## src/rtl/start_pkg.sv

```systemverilog
// Shared types and constants for the start-screen countdown sequencer.
package start_pkg;

  typedef enum logic [1:0] {
    IDLE  = 2'd0,
    COUNT = 2'd1,
    GO    = 2'd2,
    RUN   = 2'd3
  } state_t;

  localparam logic [3:0] BLANK_CODE = 4'd0;
  localparam logic [3:0] GO_CODE    = 4'hF;

  function automatic int unsigned max_uint(input int unsigned a, input int unsigned b);
    return (a > b) ? a : b;
  endfunction

endpackage

```

## src/rtl/tick_counter.sv

```systemverilog
// Modulo counter with synchronous clear, count enable and a terminal-count pulse
// asserted on the last enabled cycle of each 0..limit-1 period.
module tick_counter #(
  parameter int unsigned WIDTH = 8
) (
  input  logic             clk,
  input  logic             reset_n,
  input  logic             clear,
  input  logic             enable,
  input  logic [WIDTH-1:0] limit,
  output logic             terminal
);

  localparam logic [WIDTH-1:0] ONE = WIDTH'(1);

  logic [WIDTH-1:0] count;

  assign terminal = enable && !clear && (count == (limit - ONE));

  always_ff @(posedge clk or negedge reset_n) begin
    if (!reset_n) begin
      count <= '0;
    end else if (clear) begin
      count <= '0;
    end else if (enable) begin
      if (terminal) begin
        count <= '0;
      end else begin
        count <= count + ONE;
      end
    end
  end

endmodule

```

## src/rtl/start_sequencer.sv

```systemverilog
// 3-2-1-GO countdown driving the start-screen glyph code, then hands off to gameplay.
// Optional START_SEQ_PAUSE_EN adds a pause input that freezes COUNT/GO.
module start_sequencer
  import start_pkg::*;
#(
  parameter int unsigned TICKS_PER_STEP = 50_000_000,
  parameter int unsigned GO_TICKS       = 50_000_000,
  parameter int unsigned COUNT_FROM     = 3
) (
  input  logic       clk,
  input  logic       reset_n,
  input  logic       start,
  input  logic       abort,
  input  logic       game_over,
`ifdef START_SEQ_PAUSE_EN
  input  logic       pause,
`endif
  output logic [3:0] STARTpos,
  output logic       busy,
  output logic       game_active,
  output logic       go_pulse,
  output logic       step_pulse
);

  localparam int unsigned CW = $clog2(max_uint(TICKS_PER_STEP, GO_TICKS) + 1);
  localparam logic [CW-1:0] STEP_LIM  = CW'(TICKS_PER_STEP);
  localparam logic [CW-1:0] GO_LIM    = CW'(GO_TICKS);
  localparam logic [1:0]    FIRST_DIG = 2'(COUNT_FROM);

  state_t     state, next_state;
  logic [1:0] digit, next_digit;
  logic       frozen;
  logic       cnt_clear, cnt_enable, cnt_tc;
  logic [CW-1:0] cnt_limit;

  logic [3:0] startpos_d;
  logic       busy_d, game_active_d, go_pulse_d, step_pulse_d;

`ifdef START_SEQ_PAUSE_EN
  assign frozen = pause;
`else
  assign frozen = 1'b0;
`endif

  // Counter only runs while a digit or GO is on screen; abort resets it with the FSM.
  assign cnt_clear  = abort || (state == IDLE) || (state == RUN);
  assign cnt_enable = ((state == COUNT) || (state == GO)) && !frozen;
  assign cnt_limit  = (state == GO) ? GO_LIM : STEP_LIM;

  tick_counter #(
    .WIDTH(CW)
  ) u_tick (
    .clk     (clk),
    .reset_n (reset_n),
    .clear   (cnt_clear),
    .enable  (cnt_enable),
    .limit   (cnt_limit),
    .terminal(cnt_tc)
  );

  always_ff @(posedge clk or negedge reset_n) begin
    if (!reset_n) begin
      state <= IDLE;
      digit <= '0;
    end else begin
      state <= next_state;
      digit <= next_digit;
    end
  end

  always_comb begin
    next_state = state;
    next_digit = digit;
    if (abort) begin
      next_state = IDLE;
      next_digit = '0;
    end else begin
      unique case (state)
        IDLE: begin
          if (start) begin
            next_state = COUNT;
            next_digit = FIRST_DIG;
          end
        end
        COUNT: begin
          if (cnt_tc) begin
            if (digit == 2'd1) begin
              next_state = GO;
              next_digit = '0;
            end else begin
              next_digit = digit - 2'd1;
            end
          end
        end
        GO: begin
          if (cnt_tc) next_state = RUN;
        end
        RUN: begin
          if (game_over) next_state = IDLE;
        end
        default: next_state = IDLE;
      endcase
    end
  end

  // Outputs are registered, so their next values are decoded from next_state.
  always_comb begin
    unique case (next_state)
      COUNT:   startpos_d = {2'b00, next_digit};
      GO:      startpos_d = GO_CODE;
      default: startpos_d = BLANK_CODE;
    endcase
    busy_d        = (next_state == COUNT) || (next_state == GO);
    game_active_d = (next_state == RUN);
    go_pulse_d    = (next_state == RUN) && (state != RUN);
    step_pulse_d  = (startpos_d != BLANK_CODE) && (startpos_d != STARTpos);
  end

  always_ff @(posedge clk or negedge reset_n) begin
    if (!reset_n) begin
      STARTpos    <= BLANK_CODE;
      busy        <= 1'b0;
      game_active <= 1'b0;
      go_pulse    <= 1'b0;
      step_pulse  <= 1'b0;
    end else begin
      STARTpos    <= startpos_d;
      busy        <= busy_d;
      game_active <= game_active_d;
      go_pulse    <= go_pulse_d;
      step_pulse  <= step_pulse_d;
    end
  end

endmodule

```

## config.mk

```make
export PLATFORM = sky130hd
export DESIGN_NAME = start_sequencer
export DESIGN_NICKNAME = d
export VERILOG_FILES = /design/src/rtl/start_pkg.sv /design/src/rtl/tick_counter.sv /design/src/rtl/start_sequencer.sv
export SDC_FILE = /design/constraint.sdc
export NUM_CORES = 1
export LEC_CHECK = 0
export ABC_AREA = 1
export CORE_MARGIN = 2
export CORE_UTILIZATION = 60
export DETAILED_ROUTE_END_ITERATION = 6
export GPL_ROUTABILITY_DRIVEN = 0
export PLACE_DENSITY = 0.78
export SLEW_MARGIN = 40
export SYNTH_ARGS = -nofsm -noshare
export SYNTH_HDL_FRONTEND = slang
export SYNTH_HIERARCHICAL = 1
export SYNTH_SLANG_ARGS = --single-unit
```

## constraint.sdc

```tcl
create_clock -name clk -period 3.6 [get_ports clk]
set_input_delay 0.54 -clock clk [delete_from_list [all_inputs] [get_ports clk]]
set_output_delay 0.54 -clock clk [all_outputs]
set_load 0.1 [all_outputs]
```

Yosys cells after proc, flatten, opt, wreduce, memory -nomap -nowiden
Cells that the tools add are included.

operators by class
  equal/unequal tests = 10
  reduce and logical (&&, ||, !) cells = 12
  add/sub/neg operators = 2
  mux-type cells = 16

operators by type and width
  operator                                                             number
  26-bit 2-to-1 mux                                                    3
  26-bit by 1-bit adder with 26-bit output (second input constant)     1
  26-bit == test (second input constant)                               1
  2-bit 2-to-1 mux                                                     10
  2-bit == test (second input constant)                                4
  2-bit one-hot mux with 4 select lines                                1
  4-bit one-hot mux with 2 select lines                                1
  2-bit by 1-bit == test with 1-bit output (second input constant)     3
  1-bit logical AND                                                    4
  1-bit logical OR                                                     4
  4-bit != test                                                        1
  2-bit one-hot mux with 2 select lines                                1
  4-bit nonzero test                                                   1
  2-bit logical NOT                                                    1
  2-bit != test (second input constant)                                1
  2-bit nonzero test                                                   1
  2-bit by 1-bit subtractor with 2-bit output (second input constant)  1
  1-bit logical NOT                                                    1

storage, ports and cells
  output and inout bits = 8
  bits of input ports = 5
  bits in registers = 38

Logic depth before layout (Yosys ltp)
  depth after elaboration = 13
  depth in mapped cells = 27

Cells and area by module
The synthesis kept the hierarchy.

by module, submodules not included
  module           area an instance (µm²)  cells an instance  times used
  tick_counter     3125.5                  538                1
  start_sequencer  762.0                   96                 1

Worst setup path before layout
No wires, ideal clock.

  path type = reg-to-reg
  start point = register state[0]
  end point = register step_pulse
  period minus slack after synthesis = 3297 ps
  data arrival time = 3175 ps
  stages on the path, launching flop included = 20
  path slack = 303 ps
  path buffers = 1
  library setup time = 122 ps
  cells stage by stage = dfrtp_1 > inv_1 > ha_1 > inv_2 > nand3_1 > nor2_1 > inv_1 > clkbuf_1 > nor3_1 > nand2_1 > o21ai_1 > a21oi_1 > nor4_2 > ha_1 > inv_1 > nand2_1 > nand2_1 > nand3_1 > nor2_1 > nor2_1

on the way
  word-level cells in the longest chain between the ends = 13

RTL lines
  element                                                                    RTL line                                      source
  from (decl)                                                                start_sequencer.sv:30                         state_t state, next_state;
  from (signal assigned)                                                     start_sequencer.sv:66                         state <= next_state;
  2-bit logical NOT                                                          start_sequencer.sv:46                         assign cnt_clear = abort || (state == IDLE) || (state == RUN);
  1-bit logical OR                                                           start_sequencer.sv:46
  1-bit logical OR *                                                         start_sequencer.sv:46
  named net cnt_clear                                                        start_sequencer.sv:33                         logic cnt_clear, cnt_enable, cnt_tc;
  1-bit logical NOT *                                                        tick_counter.sv:18                            assign terminal = enable && !clear && (count == (limit - ONE));
  1-bit logical AND * (2 in series)                                          tick_counter.sv:18
  named net cnt_tc                                                           start_sequencer.sv:33
  2-bit 2-to-1 mux (on tied branches)                                        start_sequencer.sv:96, start_sequencer.sv:86
  2-bit one-hot mux with 4 select lines *                                    start_sequencer.sv:78                         unique case (state)
  2-bit 2-to-1 mux *                                                         start_sequencer.sv:74                         if (abort) begin
  named net next_state[1]                                                    start_sequencer.sv:30
  2-bit == test or 2-bit by 1-bit == test with 1-bit output (tied branches)  start_sequencer.sv:108                        unique case (next_state)
  4-bit one-hot mux with 2 select lines *                                    start_sequencer.sv:108
  4-bit != test or 4-bit nonzero test (tied branches)                        start_sequencer.sv:116                        step_pulse_d = (startpos_d != BLANK_CODE) && (startpos_d != STARTpos);
  1-bit logical AND *                                                        start_sequencer.sv:116
  named net step_pulse_d                                                     start_sequencer.sv:37                         logic busy_d, game_active_d, go_pulse_d, step_pulse_d;
  to (signal assigned)                                                       start_sequencer.sv:131                        step_pulse <= step_pulse_d;
  to (decl)                                                                  start_sequencer.sv:22                         output logic step_pulse

Mark *: on every way through the listed nets, which the timed path passes. The rest lies on a longest branch.
A chain may end at the register's enable or synchronous reset.

Worst setup path in the final report
Same ends and word-level chain as after synthesis.

==> results.cfg <==
[timing]
max_freq_mhz = 328
rsz0062_at_grt = no
finalCritPeriodShare = 0.847
drv_slew = 0
slew_headroom = 0.613
hold_viol = 0
clock_skew_ps = 3.40
finalSetupTns_ps = 0
worstMarginPinSlew_ps = 579
layout_min_cycle_time_ps = 3050
setup_ws_ps = 550
setup_viol = 0
fin_hold_ws_ps = 201

[run]
cap_viol_max_count = 0

[die]
die_w_um = 84.5
rows = 29
dieArea_um2 = 7140
start_util = 0.616
core_area_um2 = 6310
die_height_um = 84.5
io_pins = 13

[detailed_routing]
vias_per_cell = 4.87
firstDrtPassIters = 5
post_drt_wl_per_cell_um = 11.4
wl_met3_um = 528
drtIter0Drc = 206
dr_wl_met2_mm = 4.25
routed_wirelength_mm = 9.24
vias = 3953
highest_layer = met4
drc = 0
wl_met1_mm = 4.35
antenna_left = 0

[critical_path]
crit_chain = inv_1 -> ha_1 -> inv_2 -> nand3_1 -> nor2_1 -> inv_1 -> nor3_1 -> buf_4 -> nand2_1 -> o21ai_1 -> a21oi_1 -> nor4_4 -> ha_1 -> inv_1 -> nand2_1 -> nand2_1 -> nand3_1 -> nor2_1 -> nor2_1
crit_buf_inv = 5
cp_data_arrival_time_ps = 3220
end_kind = flip-flop
critPathTopFamily = simple AND/OR/NAND/NOR gates
worstPathRequired_ps = 3770
cp-start-kind = flip-flop
max_stage_delay_ps = 430
cp_slowest_cell = dfrtp_1
path_class = reg -> reg
cp_max_fo = 6

[cts]
htreeDepth = 2
cts_tree = built
cts_hold_buf = 0
root_buffer = clkbuf_8
clk_pin_slew_ps = 70
cts_made_buffers = 5
clock_latency_ps = 280
cts_setup_buffers = 0
clockBufferDepth = 2
cts.sinks = 37

[synthesis]
netlist_instances = 634
synth-main-ff-cell = dfrtp_1
yosys.area.top_type = dfrtp_1
ys_seq_elements = 37
syn-cell-area_um2 = 3890
synth_area_leaders = dfrtp_1, nand2_1, nor2_1
synth_commonest_cells = nand2_1, nor2_1, inv_1
post-synth-top-count-cell = nand2_1
synth-async-reset-ratio = 1.00
ys_types = 38
yosys.area.top_type_share = 0.238
ys.warnings.count = 6
seq_area_frac_synth = 0.238
syn_avg_cell_area_um2 = 6.13
synth-edff-count = 0

[place]
place_area_um2 = 4360
hpwl_mm = 7.34
port_buffers = 12
dp_cells = 804
pre_cts_ws_ps = 202

[cells_and_area]
n_fill_cell = 575
drive_above_1_share = 0.0980
syn2layout_area_growth_pct = 15.5
stdcell_count = 812
utilization = 0.711
layout.nets = 750
finalInstanceArea_um2 = 4490
num_antenna_cells = 0

[global_routing]
grt_pass1_vias = 3563
grt_overflow = 0
grt_max_degree = 38
grt_pass1_wl_mm = 16.0
antenna_found_initial = 0
globalRouteTotalUtil = 0.273

[power]
intPower_mw = 0.876
p_sw_frac = 0.440
p_sw_mw = 0.688
total_power_mw = 1.56
irDropWorstVdd_mv = 0.600
sequentialPowerShare = 0.310
p_leak_nw = 2.33
clockPowerShare = 0.236
combPwrFrac = 0.454
p_per_area_nw_per_um2 = 348

[hold_path]
hold_path_class = in -> async

[run_status]
status = completed
==> sequential cells by signal, indices dropped and copies added (netlist names) <==
register / count
STARTpos: 3
busy: 1
digit: 2
game_active: 1
go_pulse: 1
state: 2
step_pulse: 1
u_tick/count: 26
==> power by group through the flow <==
stage | logic [mW] | clock network [mW] | registers, mW
after floorplan | 0.440 | 0 | 0.616
after global placement | 0.694 | 0 | 0.493
after detailed placement | 0.687 | 0 | 0.492
after CTS | 0.690 | 0.381 | 0.485
after global routing | 0.792 | 0.395 | 0.491
final | 0.711 | 0.369 | 0.485
==> cells by family after synthesis <==
logic type,after synthesis,synth area share
AO/OA/AOI/OAI,36,0.0499
XOR/XNOR,36,0.0846
adder cells (fa/ha/maj),11,0.0354
buffers and inverters,93,0.100
flip-flops,37,0.238
other,2,0.00193
AND/OR/NAND/NOR,419,0.490
==> placed cells by master (no fill, tap or decap), drive strengths merged, types with 7 or more instances in the layout <==
cell      n
a21oi    15
buf      15
clkbuf    7
conb     89
dfrtp    37
ha       11
inv      78
nand2   230
nand3    36
nand3b    9
nand4    20
nor2     98
nor3     12
nor4      7
o21ai    16
xnor2    11
xor2     24
==> path summary, 6_finish.rpt <==
path	end	slack [ps]	from	depth (start not counted)
max in group asynchronous	step_pulse$_DFF_PN0_	3060	reset_n	1
hold / removal	u_tick/count[0]$_DFFE_PN0P_	200	reset_n	1
setup reg to reg	step_pulse$_DFF_PN0_	550	state[0]$_DFF_PN0_	19
setup / recovery	step_pulse$_DFF_PN0_	550	state[0]$_DFF_PN0_	19
hold reg to reg	u_tick/count[22]$_DFFE_PN0P_	580	u_tick/count[22]$_DFFE_PN0P_	2
min in group clk	u_tick/count[22]$_DFFE_PN0P_	580	u_tick/count[22]$_DFFE_PN0P_	2
==> per-layer routing <==
metal / vias to the layer above / global-route usage
met5: - / 0
met4: 0 / 0.0649
met3: 10 / 0.0265
met1: 1715 / 0.387
li1: 2104 / -
met2: 124 / 0.453
==> cell type report <==
class | count | area (um^2) | area share
clock buffers | 7 | 86.3 | 0.0192
clock inverters | 1 | 30.0 | 0.00669
inverters | 81 | 323 | 0.0719
multi-input cells | 591 | 2910 | 0.647
flip-flops and latches | 37 | 926 | 0.206
well taps | 77 | 96.3 | 0.0215
repair buffers | 18 | 123 | 0.0273
==> timing repair <==
item                       in CTS  in global routing
gates resized for setup         0                  1
setup endpoints to repair       0                  1
hold endpoints to repair        0                  0
(Power assumes the default switching activity.)
